`src/rtl/bp_be_fe_queue_ckpt_pkg.sv`:
```
// rtl/bp_be_fe_queue_ckpt_pkg.sv - FE->BE queue packet types and widths
// Purpose: FE queue packet layout and message-type decode shared by the
//          checkpointed fetch queue, its interface and its clients.
// Ports:   none (package).
package bp_be_fe_queue_ckpt_pkg;

  localparam int vaddr_width_gp = 39;
  localparam int instr_width_gp = 32;

  typedef enum logic [1:0] {
    e_instr_fetch        = 2'd0,
    e_itlb_miss          = 2'd1,
    e_instr_page_fault   = 2'd2,
    e_instr_access_fault = 2'd3
  } bp_fe_msg_type_e;

  typedef struct packed {
    bp_fe_msg_type_e             msg_type;
    logic [vaddr_width_gp-1:0]   pc;
    logic [instr_width_gp-1:0]   instr;
  } bp_fe_queue_s;

  localparam int fe_queue_width_lp = $bits(bp_fe_queue_s);

  // Anything other than a plain fetch must be handled as an exception by the BE.
  function automatic logic is_exception(input bp_fe_queue_s pkt);
    return pkt.msg_type != e_instr_fetch;
  endfunction

endpackage

```
`src/rtl/bp_be_fe_queue_ckpt_if.sv`:
```
// rtl/bp_be_fe_queue_ckpt_if.sv - FE->BE enqueue handshake bundle
// Purpose: groups the FE packet, its valid and the queue's ready.
// Ports:   master (FE side): drives fe_queue/fe_queue_v, samples fe_queue_ready.
//          slave  (BE side): samples fe_queue/fe_queue_v, drives fe_queue_ready.
interface bp_be_fe_queue_ckpt_if;
  import bp_be_fe_queue_ckpt_pkg::*;

  bp_fe_queue_s fe_queue;
  logic         fe_queue_v;
  logic         fe_queue_ready;

  modport master (output fe_queue, output fe_queue_v, input fe_queue_ready);
  modport slave  (input fe_queue, input fe_queue_v, output fe_queue_ready);

endinterface

```
`src/rtl/bp_be_fe_queue_ckpt_ptrs.sv`:
```
// rtl/bp_be_fe_queue_ckpt_ptrs.sv - write/speculative-read/checkpoint pointer set
// Purpose: three wrap-bit pointers for a checkpointed circular queue, with
//          full/empty/occupancy derived from them. Reusable for other queues.
// Ports:   clk_i, reset_i (async, active-high)
//          clr_i, enq_i, yumi_i, deq_i, roll_i : pointer update requests
//          waddr_o, raddr_o                    : storage indices (wptr, rptr)
//          full_o, empty_o, rd_v_o, count_o    : status from registered state
module bp_be_ckpt_ptrs #(
  parameter  int els_p        = 8,
  localparam int ptr_width_lp = $clog2(els_p) + 1,
  localparam int idx_width_lp = $clog2(els_p)
) (
  input  logic                    clk_i,
  input  logic                    reset_i,
  input  logic                    clr_i,
  input  logic                    enq_i,
  input  logic                    yumi_i,
  input  logic                    deq_i,
  input  logic                    roll_i,
  output logic [idx_width_lp-1:0] waddr_o,
  output logic [idx_width_lp-1:0] raddr_o,
  output logic                    full_o,
  output logic                    empty_o,
  output logic                    rd_v_o,
  output logic [ptr_width_lp-1:0] count_o
);

  logic [ptr_width_lp-1:0] wptr_q, rptr_q, cptr_q;
  logic [ptr_width_lp-1:0] wptr_d, rptr_d, cptr_d;

  // Priority: clear beats everything; roll targets the post-deq checkpoint
  // and overrides a same-cycle issue.
  always_comb begin
    cptr_d = cptr_q + ptr_width_lp'(deq_i);
    rptr_d = roll_i ? cptr_d : (rptr_q + ptr_width_lp'(yumi_i));
    wptr_d = wptr_q + ptr_width_lp'(enq_i);
    if (clr_i) begin
      cptr_d = '0;
      rptr_d = '0;
      wptr_d = '0;
    end
  end

  always_ff @(posedge clk_i or posedge reset_i) begin
    if (reset_i) begin
      wptr_q <= '0;
      rptr_q <= '0;
      cptr_q <= '0;
    end else begin
      wptr_q <= wptr_d;
      rptr_q <= rptr_d;
      cptr_q <= cptr_d;
    end
  end

  // The wrap bit distinguishes full (difference == els) from empty.
  assign count_o = wptr_q - cptr_q;
  assign full_o  = (count_o == ptr_width_lp'(els_p));
  assign empty_o = (wptr_q == cptr_q);
  assign rd_v_o  = (rptr_q != wptr_q);
  assign waddr_o = wptr_q[idx_width_lp-1:0];
  assign raddr_o = rptr_q[idx_width_lp-1:0];

  always @(posedge clk_i) begin
    if (!reset_i) begin
      assert (!(yumi_i && !rd_v_o))
        else $error("bp_be_ckpt_ptrs: yumi_i with no valid entry");
      assert (!(deq_i && (cptr_q == rptr_q)))
        else $error("bp_be_ckpt_ptrs: deq_i on an entry that was never issued");
    end
  end

endmodule

```
`src/rtl/bp_be_fe_queue_ckpt.sv`:
```
// rtl/bp_be_fe_queue_ckpt.sv - checkpointed FE->BE fetch queue (BE receiver)
// Purpose: buffers FE packets; issue reads speculatively, commit advances the
//          checkpoint, roll rewinds issue to the checkpoint, clr flushes.
// Ports:   clk_i, reset_i (async, active-high)
//          fe_queue_if     : slave side of the FE enqueue handshake
//          fe_queue_o, fe_queue_v_o, fe_queue_yumi_i : issue port
//          exception_v_o   : head entry is a non-fetch message
//          clr_i, roll_i, deq_i : flush / rewind / commit
//          empty_o, count_o     : occupancy (write minus checkpoint)
module bp_be_fe_queue_ckpt
  import bp_be_fe_queue_ckpt_pkg::*;
#(
  parameter  int fe_queue_els_p = 8,
  localparam int ptr_width_lp   = $clog2(fe_queue_els_p) + 1,
  localparam int idx_width_lp   = $clog2(fe_queue_els_p)
) (
  input  logic                     clk_i,
  input  logic                     reset_i,
  bp_be_fe_queue_ckpt_if.slave     fe_queue_if,
  output bp_fe_queue_s             fe_queue_o,
  output logic                     fe_queue_v_o,
  input  logic                     fe_queue_yumi_i,
  output logic                     exception_v_o,
  input  logic                     clr_i,
  input  logic                     roll_i,
  input  logic                     deq_i,
  output logic                     empty_o,
  output logic [ptr_width_lp-1:0]  count_o
);

  logic [idx_width_lp-1:0] waddr, raddr;
  logic                    full;
  logic                    enq;

  bp_fe_queue_s mem_q [fe_queue_els_p];

  // A packet arriving in a clear cycle is dropped even though ready was shown.
  assign enq = fe_queue_if.fe_queue_v & fe_queue_if.fe_queue_ready & ~clr_i;

  bp_be_ckpt_ptrs #(.els_p(fe_queue_els_p)) ptrs (
    .clk_i   (clk_i),
    .reset_i (reset_i),
    .clr_i   (clr_i),
    .enq_i   (enq),
    .yumi_i  (fe_queue_yumi_i),
    .deq_i   (deq_i),
    .roll_i  (roll_i),
    .waddr_o (waddr),
    .raddr_o (raddr),
    .full_o  (full),
    .empty_o (empty_o),
    .rd_v_o  (fe_queue_v_o),
    .count_o (count_o)
  );

  // Storage needs no reset; the pointers alone define what is valid.
  always_ff @(posedge clk_i) begin
    if (enq) mem_q[waddr] <= fe_queue_if.fe_queue;
  end

  assign fe_queue_if.fe_queue_ready = ~full;
  assign fe_queue_o    = mem_q[raddr];
  assign exception_v_o = fe_queue_v_o & is_exception(fe_queue_o);

  // Tracks a stalled offer so a changing payload under backpressure is flagged.
  logic         stall_q;
  bp_fe_queue_s stall_data_q;

  always_ff @(posedge clk_i or posedge reset_i) begin
    if (reset_i) begin
      stall_q      <= 1'b0;
      stall_data_q <= '0;
    end else begin
      stall_q      <= fe_queue_if.fe_queue_v & ~fe_queue_if.fe_queue_ready;
      stall_data_q <= fe_queue_if.fe_queue;
    end
  end

  always @(posedge clk_i) begin
    if (!reset_i && stall_q && fe_queue_if.fe_queue_v) begin
      assert (fe_queue_if.fe_queue == stall_data_q)
        else $warning("bp_be_fe_queue_ckpt: FE packet changed while stalled");
    end
  end

endmodule

```
`src/flat_wrapper.sv`:
```
// flat-port wrapper written by rule: the top's interface ports become plain ports
module bp_be_fe_queue_ckpt_flat import bp_be_fe_queue_ckpt_pkg::*;
#(
  parameter  int fe_queue_els_p = 8,
  localparam int ptr_width_lp   = $clog2(fe_queue_els_p) + 1,
  localparam int idx_width_lp   = $clog2(fe_queue_els_p)
)
  (clk_i, reset_i, fe_queue_o, fe_queue_v_o, fe_queue_yumi_i, exception_v_o, clr_i, roll_i, deq_i, empty_o, count_o, fe_queue_if_fe_queue, fe_queue_if_fe_queue_v, fe_queue_if_fe_queue_ready);
  bp_be_fe_queue_ckpt_if fe_queue_if_i ();
  input  logic clk_i;
  input  logic reset_i;
  output bp_fe_queue_s fe_queue_o;
  output logic fe_queue_v_o;
  input  logic fe_queue_yumi_i;
  output logic exception_v_o;
  input  logic clr_i;
  input  logic roll_i;
  input  logic deq_i;
  output logic empty_o;
  output logic [ptr_width_lp-1:0] count_o;
  input wire logic [$bits(fe_queue_if_i.fe_queue)-1:0] fe_queue_if_fe_queue;
  input wire logic [$bits(fe_queue_if_i.fe_queue_v)-1:0] fe_queue_if_fe_queue_v;
  output wire logic [$bits(fe_queue_if_i.fe_queue_ready)-1:0] fe_queue_if_fe_queue_ready;
  assign fe_queue_if_i.fe_queue = fe_queue_if_fe_queue;
  assign fe_queue_if_i.fe_queue_v = fe_queue_if_fe_queue_v;
  assign fe_queue_if_fe_queue_ready = fe_queue_if_i.fe_queue_ready;
  bp_be_fe_queue_ckpt #(.fe_queue_els_p(fe_queue_els_p)) u_core (.clk_i(clk_i), .reset_i(reset_i), .fe_queue_if(fe_queue_if_i), .fe_queue_o(fe_queue_o), .fe_queue_v_o(fe_queue_v_o), .fe_queue_yumi_i(fe_queue_yumi_i), .exception_v_o(exception_v_o), .clr_i(clr_i), .roll_i(roll_i), .deq_i(deq_i), .empty_o(empty_o), .count_o(count_o));
endmodule
```
`config.mk`:
```
export PLATFORM = sky130hd
export DESIGN_NAME = bp_be_fe_queue_ckpt_flat
export DESIGN_NICKNAME = d
export VERILOG_FILES = /design/src/rtl/bp_be_fe_queue_ckpt_pkg.sv /design/src/rtl/bp_be_fe_queue_ckpt_if.sv /design/src/rtl/bp_be_fe_queue_ckpt_ptrs.sv /design/src/rtl/bp_be_fe_queue_ckpt.sv /design/src/flat_wrapper.sv
export SDC_FILE = /design/constraint.sdc
export NUM_CORES = 1
export LEC_CHECK = 0
export CORE_MARGIN = 2
export CORE_UTILIZATION = 45
export CTS_CLUSTER_SIZE = 25
export DETAILED_ROUTE_END_ITERATION = 10
export PLACE_DENSITY = 0.67
export SLEW_MARGIN = 20
export SYNTH_ARGS = -nofsm -noshare
export SYNTH_HDL_FRONTEND = slang
export SYNTH_SLANG_ARGS = --single-unit
export TNS_END_PERCENT = 10
```
`constraint.sdc`:
```
create_clock -name clk_i -period 13.3 [get_ports clk_i]
set_input_delay 2.66 -clock clk_i [delete_from_list [all_inputs] [get_ports clk_i]]
set_output_delay 2.66 -clock clk_i [all_outputs]
set_load 0.02 [all_outputs]
```
==> metrics.md <==
| Metric | Value |
|---|---|
| Outcome | finished, final reports clean |
| TritonCTS buffer count | 58 |
| Finished Cell Area | 0.02702 mm² |
| Placed instance area | roughly 0.025 mm² |
| Mean Syn Cell Area | 24.26 µm² |
| Setup TNS | 0 ns |
| RSZ-0062 raised after global routing | no |
| Die X | about 230 µm |
| Initial antenna violation count | 3 |
| Clock transition at path regs | 0.06 ns |
| Peak Freq | 135.8 MHz |
| FF/Latch Area | between 0.015 and 0.02 mm² |
| Postcts setup bufs | 0 |
| Placer Congestion | about 0.72 |
| Vias in the first global route | ~11000 |
| Synthesized cell area | about 0.023 mm² |
| H-Tree Depth | 2 |
| Final wirelength | 44.29 mm |
| Final setup viols | 0 |
| Routed length per instance | 23.90 µm |
| Clock sinks | 596 |
| Largest net degree at the start of global routing | 72 |
| Slew headroom | 28.52% |
| Maximum ir drop on the vdd rail | 0.1001 mV |
| # hold bufs at CTS | 0 |
| PnR Total Power | around 4200 µW |
| Fin. Hold Viols | 0 |
| Worst skew pair latency | 0.60 ns |
| CP max-delay cell | dfrtp_4 |
| Initial DRC Count | 698 |
| Critical Path RT | roughly 11 ns |
| Area of the multi-input gates | 0.004657 mm² |
| Leakage | 0.008387 µW |
| Worst-case hold slack | 0.6120 ns |
| Worst Max-Slew Pin Slew | 1.072 ns |
| Fill cells | 3748 |
| Post-synthesis sequential area ratio | 78.62% |
| Most used cell, CP | buf_4 |
| First-pass GRT wire length | about 67 mm |
| Synth warn | 0 |
| Bufs on Longest Clock Path | 3 |
| I/O Buffers | 160 |
| Root buf cell | clkbuf_16 |
| Fin. max-slew vios | 0 |
| Area share of the largest cell type after synthesis | 77.30% |
| DRC | 0 |
| Post-DP HPWL | between 20 and 25 mm |
| Syn Nets | 1025 |
| Synth Register Bits | roughly 600 |
| Layout cells sized above 1 | 28.20% |
| Crit path arrival time | 4.71 ns |
| Final ANT Viol Nets | 0 |
| FP Rows | between 80 and 90 |
| Initial Utilization | 45.40% |
| Via density | between 5 and 6 |
| Final nets | ~1200 |
| Top-Level Pins | 161 |
| Final min period | 7.365 ns |
| Post-layout util | a little over half |
| Layout area overhead | 19.10% |
| Core footprint | 0.04997 mm² |
| Die Height | 228.5 µm |
| Post-CTS Resized | 0 |
| CP Max Fanout | 44 |
| Max-Cap Viols | 0 |
| Hold WC Path Type | flop to flop |
| All-Layer GR Usage | roughly 17% |
| Worst-path cell chain | buf_4, buf_4, mux4_2, mux2_1, o21a_1, clkdlybuf4s50_1 |
| Setup crit end kind | output pin |
| WS Path Type | flop to output pin |
| ANT cells | 0 |
| Final period utilization | 55.38% |
| Setup crit start kind | flop |
| DRT Pass-1 Iters | 5 |
| CTS tree | built |
| Ranking of synthesized cells by area | edfxtp_1 (77%), mux4_2 (14%), mux2_2 (3.6%), dfrtp_1 (1.3%), ha_1 (0.50%) |
| P per Cell Area | 154.0 mW/mm² |
| Worst Path Buf+Inv | 3 |
| DIE AREA | 0.05223 mm² |
| Post-route clock skew | 0.01543 ns |
| Max stage delay on crit path | between 0.8 and 0.9 ns |
| Gr ovfl total | 0 |
| Top cell type by total area after synthesis | edfxtp_1 |
| Vias | between 10000 and 15000 |
| Cell family with most CP delay | buffers and inverters |
| Gate Count Post-Synth | just over 900 |
| Unique masters post-synth | 29 |
cell families (layout without fill, tap and decap cells):
logic type      after synthesis  after routing  share of synthesized area (%)
flops                       596            596                          78.62
mux                         221            221                          18.21
buf+inv                      53            299                          1.070
simple gates                 38             38                         0.9100
xor+xnor                     12             12                         0.4633
fa+ha+maj                    10             10                         0.5846
compound gates                5              5                         0.1434
registers in the layout (all words and copies together) (netlist names):
name / cells
u_core.mem_q: 584
u_core.ptrs.cptr_q: 4
u_core.ptrs.rptr_q: 4
u_core.ptrs.wptr_q: 4
through the flow:
stage,std cells,setup WS [ns]
2_1_floorplan,935,2.764
3_3_place_gp,1745,6.416
3_5_place_dp,1745,6.411
4_1_cts,1853,5.752
5_1_grt,1853,5.536
6_report,1853,5.935
worst paths after layout:
kind	start	endpoint	slack, ns	cells past startpoint
worst min register to register	u_core.ptrs.cptr_q[3]	u_core.ptrs.cptr_q[3]	0.61	2
worst max-delay path	u_core.ptrs.rptr_q[0]	exception_v_o	5.93	6
worst max register to register	u_core.ptrs.wptr_q[1]	u_core.mem_q[4][13]	9.75	8
min in group asynchronous	reset_i	u_core.ptrs.rptr_q[3]	2.38	2
worst min-delay path	u_core.ptrs.cptr_q[3]	u_core.ptrs.cptr_q[3]	0.61	2
max in group asynchronous	reset_i	u_core.ptrs.rptr_q[1]	10.55	2
metal layers:
metal	GRT usage [%]	wire [µm]	part of all wire, %	vias up
met5	0	41	0.093	-
met2	27.76	21310	48	269
met4	4.228	801	1.8	6
met1	23.99	19900	45	5386
met3	3.468	2237	5.1	70
li1	-	-	-	4373
cells in the mapped netlist:
| master | number |
|---|---|
| edfxtp_1 | 584 |
| mux4_2 | 146 |
| mux2_2 | 72 |
| clkbuf_1 | 19 |
| dfrtp_1 | 12 |
| buf_2 | 11 |
| ha_1 | 9 |
| inv_1 | 9 |
| nor2_1 | 9 |
| buf_4 | 8 |
| nor4_1 | 8 |
| xnor2_1 | 7 |
| buf_1 | 6 |
| nand3_1 | 6 |
| nor2b_1 | 5 |
| xor2_1 | 5 |
| nand2_1 | 4 |
| a211oi_1 | 2 |
| a21oi_1 | 2 |
| mux2i_1 | 2 |
| fa_1 | 1 |
| mux2_1 | 1 |
| nand2b_1 | 1 |
| nand3b_1 | 1 |
| nand4_1 | 1 |
| nor3b_1 | 1 |
| nor3b_2 | 1 |
| o21a_1 | 1 |
| or2_2 | 1 |
final cells by class:
class / count / area share, %
Sequential cell: 596 / 66.06
Multi-Input combinational cell: 286 / 17.24
Timing Repair Buffer: 182 / 6.539
Clock buffer: 69 / 5.603
Tap cell: 672 / 3.112
Clock inverter: 39 / 1.329
Inverter: 9 / 0.1250
worst min-delay path, stage by stage (launching register included):
cell,delay (ns)
dfrtp_1,0.38
xor2_1,0.10
nor2_1,0.09
where the power goes:
part,internal (µW),total [µW],leakage [µW],switching [µW]
Clock,943,1600,0.000910,662
Sequential,2090,2110,0.00543,18.8
Combinational,229,443,0.00205,214
cell usage in the layout, fill, tap and decap left out, types with 6 or more instances in the layout:
cell	instances
dfrtp_1	9
clkinv_1	18
buf_4	22
inv_1	9
clkbuf_1	10
mux2_2	72
mux4_2	146
nand3_1	6
clkinv_2	10
clkdlybuf4s50_1	160
clkbuf_16	59
edfxtp_1	584
nor2_1	9
ha_1	9
nor4_2	8
xnor2_1	7
bufinv_16	7
(Power assumes the default switching activity.)
